--- config.mk ---
export PLATFORM = sky130hd
export DESIGN_NAME = depthwise_scheduler
export DESIGN_NICKNAME = d
export VERILOG_FILES = /design/src/rtl/depthwise_scheduler.sv
export SDC_FILE = /design/constraint.sdc
export NUM_CORES = 1
export LEC_CHECK = 0
export CAP_MARGIN = 20
export CELL_PAD_IN_SITES_DETAIL_PLACEMENT = 1
export CELL_PAD_IN_SITES_GLOBAL_PLACEMENT = 1
export CORE_ASPECT_RATIO = 1.4
export CORE_MARGIN = 8
export CORE_UTILIZATION = 41
export CTS_BUF_LIST = sky130_fd_sc_hd__clkbuf_16
export DETAILED_ROUTE_END_ITERATION = 12
export HOLD_SLACK_MARGIN = 0.12
export PLACE_DENSITY = 0.92
export SLEW_MARGIN = 15
export SYNTH_ARGS = -nofsm -noshare
export SYNTH_HDL_FRONTEND = slang
export SYNTH_SLANG_ARGS = --single-unit
export TNS_END_PERCENT = 20
--- constraint.sdc ---
create_clock -name clk -period 5.4 [get_ports clk]
set_clock_uncertainty 0.05 [all_clocks]
set_input_delay 1.08 -clock clk [delete_from_list [all_inputs] [get_ports clk]]
set_output_delay 1.08 -clock clk [all_outputs]
set_load 0.05 [all_outputs]
--- src/rtl/depthwise_scheduler.sv ---
// depthwise_scheduler
// ---------------------------------------------------------------------------
// Sequencer for the depthwise stage. It performs the layer-start handshake with
// the layer window and steps the pixel window across every output position.
// At each position it walks the channel groups and issues one
// 3x3xCHANNEL_PARALLELISM batch per accepted cycle to the DSU.
//
// Build option: define DWS_STALL_COUNT_EN to build the stall_cycles counter.
// Without it, stall_cycles is tied to zero. The port list is the same in both
// builds.
//
// Ports
//   clk, rst_n          clock, asynchronous active-low reset
//   start               one-cycle layer start (accepted only when idle)
//   input_size[7:0]     unpadded feature width/height, latched at start
//   channel[7:0]        channel count, latched at start (0 means one group)
//   buffer_ready        layer window finished its initial row load
//   window_first        pixel window has produced the first window
//   window_done         pixel window has produced the next window (level)
//   dsu_ready           DSU accepts a batch this cycle
//   init_buffer         init request to the layer/pixel windows
//   depthwise_en        pulse on the first group issue of a position
//   first_cycle         high on the issue of the last channel group
//   depth_channel_sel   base channel of the current group
//   dsu_valid           issue delayed one cycle (aligned with window data)
//   out_h, out_w        current output position
//   busy                a layer is in progress
//   layer_done          one-cycle pulse after the last position
//   stall_cycles[15:0]  stall counter (zero unless DWS_STALL_COUNT_EN)
// ---------------------------------------------------------------------------
module depthwise_scheduler #(
  parameter int CHANNEL_PARALLELISM = 4,
  parameter int PADDING             = 1
) (
  input  logic        clk,
  input  logic        rst_n,
  input  logic        start,
  input  logic [7:0]  input_size,
  input  logic [7:0]  channel,
  input  logic        buffer_ready,
  input  logic        window_first,
  input  logic        window_done,
  input  logic        dsu_ready,
  output logic        init_buffer,
  output logic        depthwise_en,
  output logic        first_cycle,
  output logic [7:0]  depth_channel_sel,
  output logic        dsu_valid,
  output logic [7:0]  out_h,
  output logic [7:0]  out_w,
  output logic        busy,
  output logic        layer_done,
  output logic [15:0] stall_cycles
);

  typedef enum logic [2:0] {
    IDLE,
    INIT,
    WAIT_WIN,
    ISSUE,
    FINISH
  } state_t;

  localparam logic [7:0] CP8  = 8'(CHANNEL_PARALLELISM);
  localparam logic [8:0] PAD2 = 9'(2 * PADDING);

  state_t     state, next_state;
  logic [7:0] size_q;
  logic [7:0] last_sel_q;
  logic [7:0] sel_q;
  logic [7:0] h_q, w_q;
  logic       cfg_err_q;
  logic       win_seen_q;
  logic       dsu_valid_q;

  // Values latched at start.
  logic [7:0] ch_eff;
  logic [7:0] last_sel_calc;
  logic       cfg_err_calc;

  always_comb begin
    ch_eff        = (channel == 8'd0) ? CP8 : channel;
    // The base of the last group is (ceil(ch/CP) - 1) * CP = floor((ch-1)/CP) * CP.
    last_sel_calc = ((ch_eff - 8'd1) / CP8) * CP8;
    cfg_err_calc  = (input_size == 8'd0) || (({1'b0, input_size} + PAD2) > 9'd255);
  end

  logic at_origin, last_col, last_row, last_grp, issue, win_ok, accept_start;

  assign at_origin    = (h_q == 8'd0) && (w_q == 8'd0);
  assign last_col     = (w_q == size_q - 8'd1);
  assign last_row     = (h_q == size_q - 8'd1);
  assign last_grp     = (sel_q == last_sel_q);
  assign issue        = (state == ISSUE) && dsu_ready;
  assign accept_start = (state == IDLE) && start;
  // window_done is a level that can still be high from the previous position.
  // For that reason it is ignored on the first WAIT_WIN cycle. window_first is
  // a fresh event and is accepted at once.
  assign win_ok       = at_origin ? window_first : (window_done && win_seen_q);

  // NOTE: every flop resets asynchronously, and every sequential assignment is
  // non-blocking. Flops that are read in the same edge therefore see the old value.
  always_ff @(posedge clk or negedge rst_n) begin
    if (!rst_n) state <= IDLE;
    else        state <= next_state;
  end

  // NOTE: each output of this block gets a default first. This prevents a latch
  // on any path that does not assign the output.
  always_comb begin
    next_state   = state;
    init_buffer  = 1'b0;
    depthwise_en = 1'b0;
    first_cycle  = 1'b0;
    busy         = (state != IDLE);
    layer_done   = 1'b0;
    unique case (state)
      IDLE: begin
        if (start) next_state = INIT;
      end
      INIT: begin
        init_buffer = 1'b1;
        if (buffer_ready) next_state = cfg_err_q ? FINISH : WAIT_WIN;
      end
      WAIT_WIN: begin
        if (win_ok) next_state = ISSUE;
      end
      ISSUE: begin
        depthwise_en = issue && (sel_q == 8'd0);
        first_cycle  = issue && last_grp;
        if (issue && last_grp) next_state = (last_row && last_col) ? FINISH : WAIT_WIN;
      end
      FINISH: begin
        layer_done = 1'b1;
        next_state = IDLE;
      end
      default: next_state = IDLE;
    endcase
  end

  always_ff @(posedge clk or negedge rst_n) begin
    if (!rst_n) begin
      size_q      <= '0;
      last_sel_q  <= '0;
      sel_q       <= '0;
      h_q         <= '0;
      w_q         <= '0;
      cfg_err_q   <= 1'b0;
      win_seen_q  <= 1'b0;
      dsu_valid_q <= 1'b0;
    end else begin
      dsu_valid_q <= issue;
      win_seen_q  <= (state == WAIT_WIN) && (next_state == WAIT_WIN);
      if (accept_start) begin
        size_q     <= input_size;
        last_sel_q <= last_sel_calc;
        cfg_err_q  <= cfg_err_calc;
        sel_q      <= '0;
        h_q        <= '0;
        w_q        <= '0;
      end
      if (issue) begin
        if (last_grp) begin
          sel_q <= '0;
          // The final position is held so that it stays visible after the layer.
          if (!(last_row && last_col)) begin
            if (last_col) begin
              w_q <= '0;
              h_q <= h_q + 8'd1;
            end else begin
              w_q <= w_q + 8'd1;
            end
          end
        end else begin
          sel_q <= sel_q + CP8;
        end
      end
    end
  end

  assign depth_channel_sel = sel_q;
  assign out_h             = h_q;
  assign out_w             = w_q;
  assign dsu_valid         = dsu_valid_q;

`ifdef DWS_STALL_COUNT_EN
  // A stall is an ISSUE cycle that the DSU refuses, or a WAIT_WIN cycle after
  // the guard cycle in which the window is still not ready.
  logic [15:0] stall_q;
  logic        stall_evt;

  assign stall_evt = ((state == ISSUE) && !dsu_ready) ||
                     ((state == WAIT_WIN) && win_seen_q && !win_ok);

  always_ff @(posedge clk or negedge rst_n) begin
    if (!rst_n)                               stall_q <= '0;
    else if (accept_start)                    stall_q <= '0;
    else if (stall_evt && stall_q != 16'hFFFF) stall_q <= stall_q + 16'd1;
  end

  assign stall_cycles = stall_q;
`else
  assign stall_cycles = '0;
`endif

endmodule

==> impl_metrics.tcl <==
set metrics [dict create \
    status "finished clean" \
    hold_class "register to register" \
    drt_iter0_drc 143 \
    ys_ff_latch 42 \
    start_kind "input port" \
    core_area_sq_mm 0.006982 \
    rsz0062_at_grt "false" \
    grt_max_degree 43 \
    vias_per_cell 5.546 \
    worst_slew_pin_slew_ps 963.5 \
    final_cell_mix "clkdlybuf4s50_1, dfrtp_1, nand2_1, o21ai_0, inv_1" \
    synthTopCellsByArea "dfrtp_1, buf_4, nand2_1" \
    crit_required_ps 4270 \
    ant_nets 0 \
    ir_drop_mv 0.2450 \
    postCtsSetupBuffers 0 \
    final.setup.worst_slack_ps 1241 \
    diodes 0 \
    synthArstFlopShare_pct 100.0 \
    synth_ff_type "dfrtp_1" \
    cts.reportedPaths.clkPinSlew_ps 60 \
    grt_usage_pct 18.24 \
    cp-end-kind "output pin" \
    vias 2629 \
    die_x_microns 87.91 \
    grt_pass1_vias 2964 \
    avgSynthCellArea_sq_um 8.833 \
    routedWlPerCell_microns 18.14 \
    antenna_found_initial 0 \
    max_cap_viol_count 0 \
    power.leakage_uw 0.001454 \
    area_growth_pct 21.37 \
    postSynthCellCount 336 \
    gp_congestion 0.8390 \
    final_hold_viol_count 0 \
    grt_overflow 0 \
    die_h_microns 116.7 \
    fillers 842 \
    routed_wl_microns 8596 \
    die_area_sq_mm 0.01026 \
    synth_largest_area_cell "dfrtp_1" \
    drive_gt1_share_pct 7.652 \
    synthDistinctLibCells 58 \
    setup_tns_ps 0 \
    min_from "last_sel_q[3]" \
    initial_core_util_pct 42.51 \
    path_max_fanout 8 \
    dp_hpwl_microns 6744 \
    final_common_cell "clkdlybuf4s50_1" \
    synth_edf_count 0 \
    cts.repair.resized 0 \
    post-place-ws_ps 1238 \
    clk_latency_ps 280 \
    powerDensity_mw_per_mm2 424.9 \
    yosys.area.top_type_share_pct 35.41 \
    drv_slew 0 \
    cts.sinks 42 \
    final_nets 411 \
    io_buffers 50 \
    cts_root_buf "clkbuf_16" \
    htree_levels 2 \
    drc 0 \
    cts_tree "built" \
    ys_seq_area_share_pct 35.41 \
    grt_pass1_wl_microns 14570 \
    crit_type "input port to output pin" \
    drt_pass1_iterations 4 \
    min_period_ps 4159 \
    synth_area_sq_mm 0.002968 \
    cp.arrival_ps 3030 \
    r2r-start "size_q[0]" \
    hold_buffers 0 \
    fmax_ghz 0.2405 \
    ios 69 \
    setup_violations 0 \
    cp-startpoint "dsu_ready" \
    max-slew-margin-rel_pct 35.77 \
    yosysWarnings 0 \
    period_share_pct 77.02 \
    clock_path_buffers 2 \
    cts_made_buffers 5 \
    rows 36 \
]
stage by stage:
| step | total power [uW] | utilization, % | hold WS [ps] | area (sq um) | std cells |
|---|---|---|---|---|---|
| 2_1_floorplan | 1040 | - | 418.9 | 3032 | 353 |
| 3_3_place_gp | 1199 | 49.64 | 446.9 | 3466 | 467 |
| 3_5_place_dp | 1248 | 49.64 | 472.2 | 3466 | 467 |
| 4_1_cts | 1540 | 51.60 | 485.5 | 3602 | 474 |
| 5_1_grt | 1641 | 51.60 | 521.0 | 3602 | 474 |
| 6_report | 1531 | 51.60 | 481.2 | 3602 | 474 |
cell usage after synthesis, types with 5 or more instances:
master    count
dfrtp_1      42
nand2_1      36
o21ai_0      21
buf_4        18
inv_1        18
nand3_1      18
xnor2_1      14
xor2_1       14
clkbuf_1     12
nor2_1       11
o22ai_1      10
ha_1          9
a21oi_1       8
and3_1        8
mux2_2        8
nand2b_1      7
nor4_1        7
nor2b_1       6
o31ai_1       5
registers in the layout, indices dropped and copies added (netlist names):
name / count
dsu_valid: 1
win_seen_q: 1
depth_channel_sel: 6
out_w: 8
out_h: 8
last_sel_q: 6
size_q: 8
state: 3
cfg_err_q: 1
area by class of cell:
type | instances | area (sq um) | area share (%)
flip-flops and latches | 42 | 1051 | 29.18
repair buffers | 52 | 510.5 | 14.17
well taps | 95 | 118.9 | 3.300
clock inverters | 2 | 11.26 | 0.3126
clock buffers | 5 | 125.1 | 3.473
multi-input cells | 260 | 1718 | 47.69
inverters | 18 | 67.56 | 1.876
critical path, cell delays in order:
cell,delay (ps)
clkdlybuf4s50_1,450
nand3_1,90
inv_1,190
nand4_1,110
buf_4,200
inv_1,100
clkdlybuf4s50_1,810
report_power, final:
group,leakage [uW],internal (uW),switching (uW),total [uW]
combinational,0.000842,282,413,696
clock,0.0000671,167,119,286
sequential,0.000545,401,148,549
worst paths after layout:
| path | end | slack (ps) | depth (start not counted) |
|---|---|---|---|
| hold / removal | last_sel_q[3] | 480 | 2 |
| max in group asynchronous | out_h[3] | 3800 | 1 |
| hold reg to reg | last_sel_q[3] | 480 | 2 |
| setup / recovery | first_cycle | 1240 | 7 |
| min in group asynchronous | out_w[1] | 900 | 1 |
| setup reg to reg | out_w[2] | 2400 | 8 |
cells by family (layout without fill, tap and decap cells):
family          count (synthesis)  after routing  share of synthesized area (%)
simple gates                  120            120                          21.97
compound gates                 73             73                          17.03
buf+inv                        51             77                          8.853
flops                          42             42                          35.41
xor+xnor                       28             28                          8.263
mux                            11             11                          4.216
fa+ha+maj                      10             10                          4.132
other cells                     1             18                         0.1264
routing by layer:
metal	vias to the layer above	part of all wire, %	track usage (%)
li1	1243	-	-
met4	0	3.4	9.447
met2	66	54	33.13
met1	1300	37	19.08
met5	-	0	0
met3	20	5.0	3.803
Power figures use the tool's default switching activity.
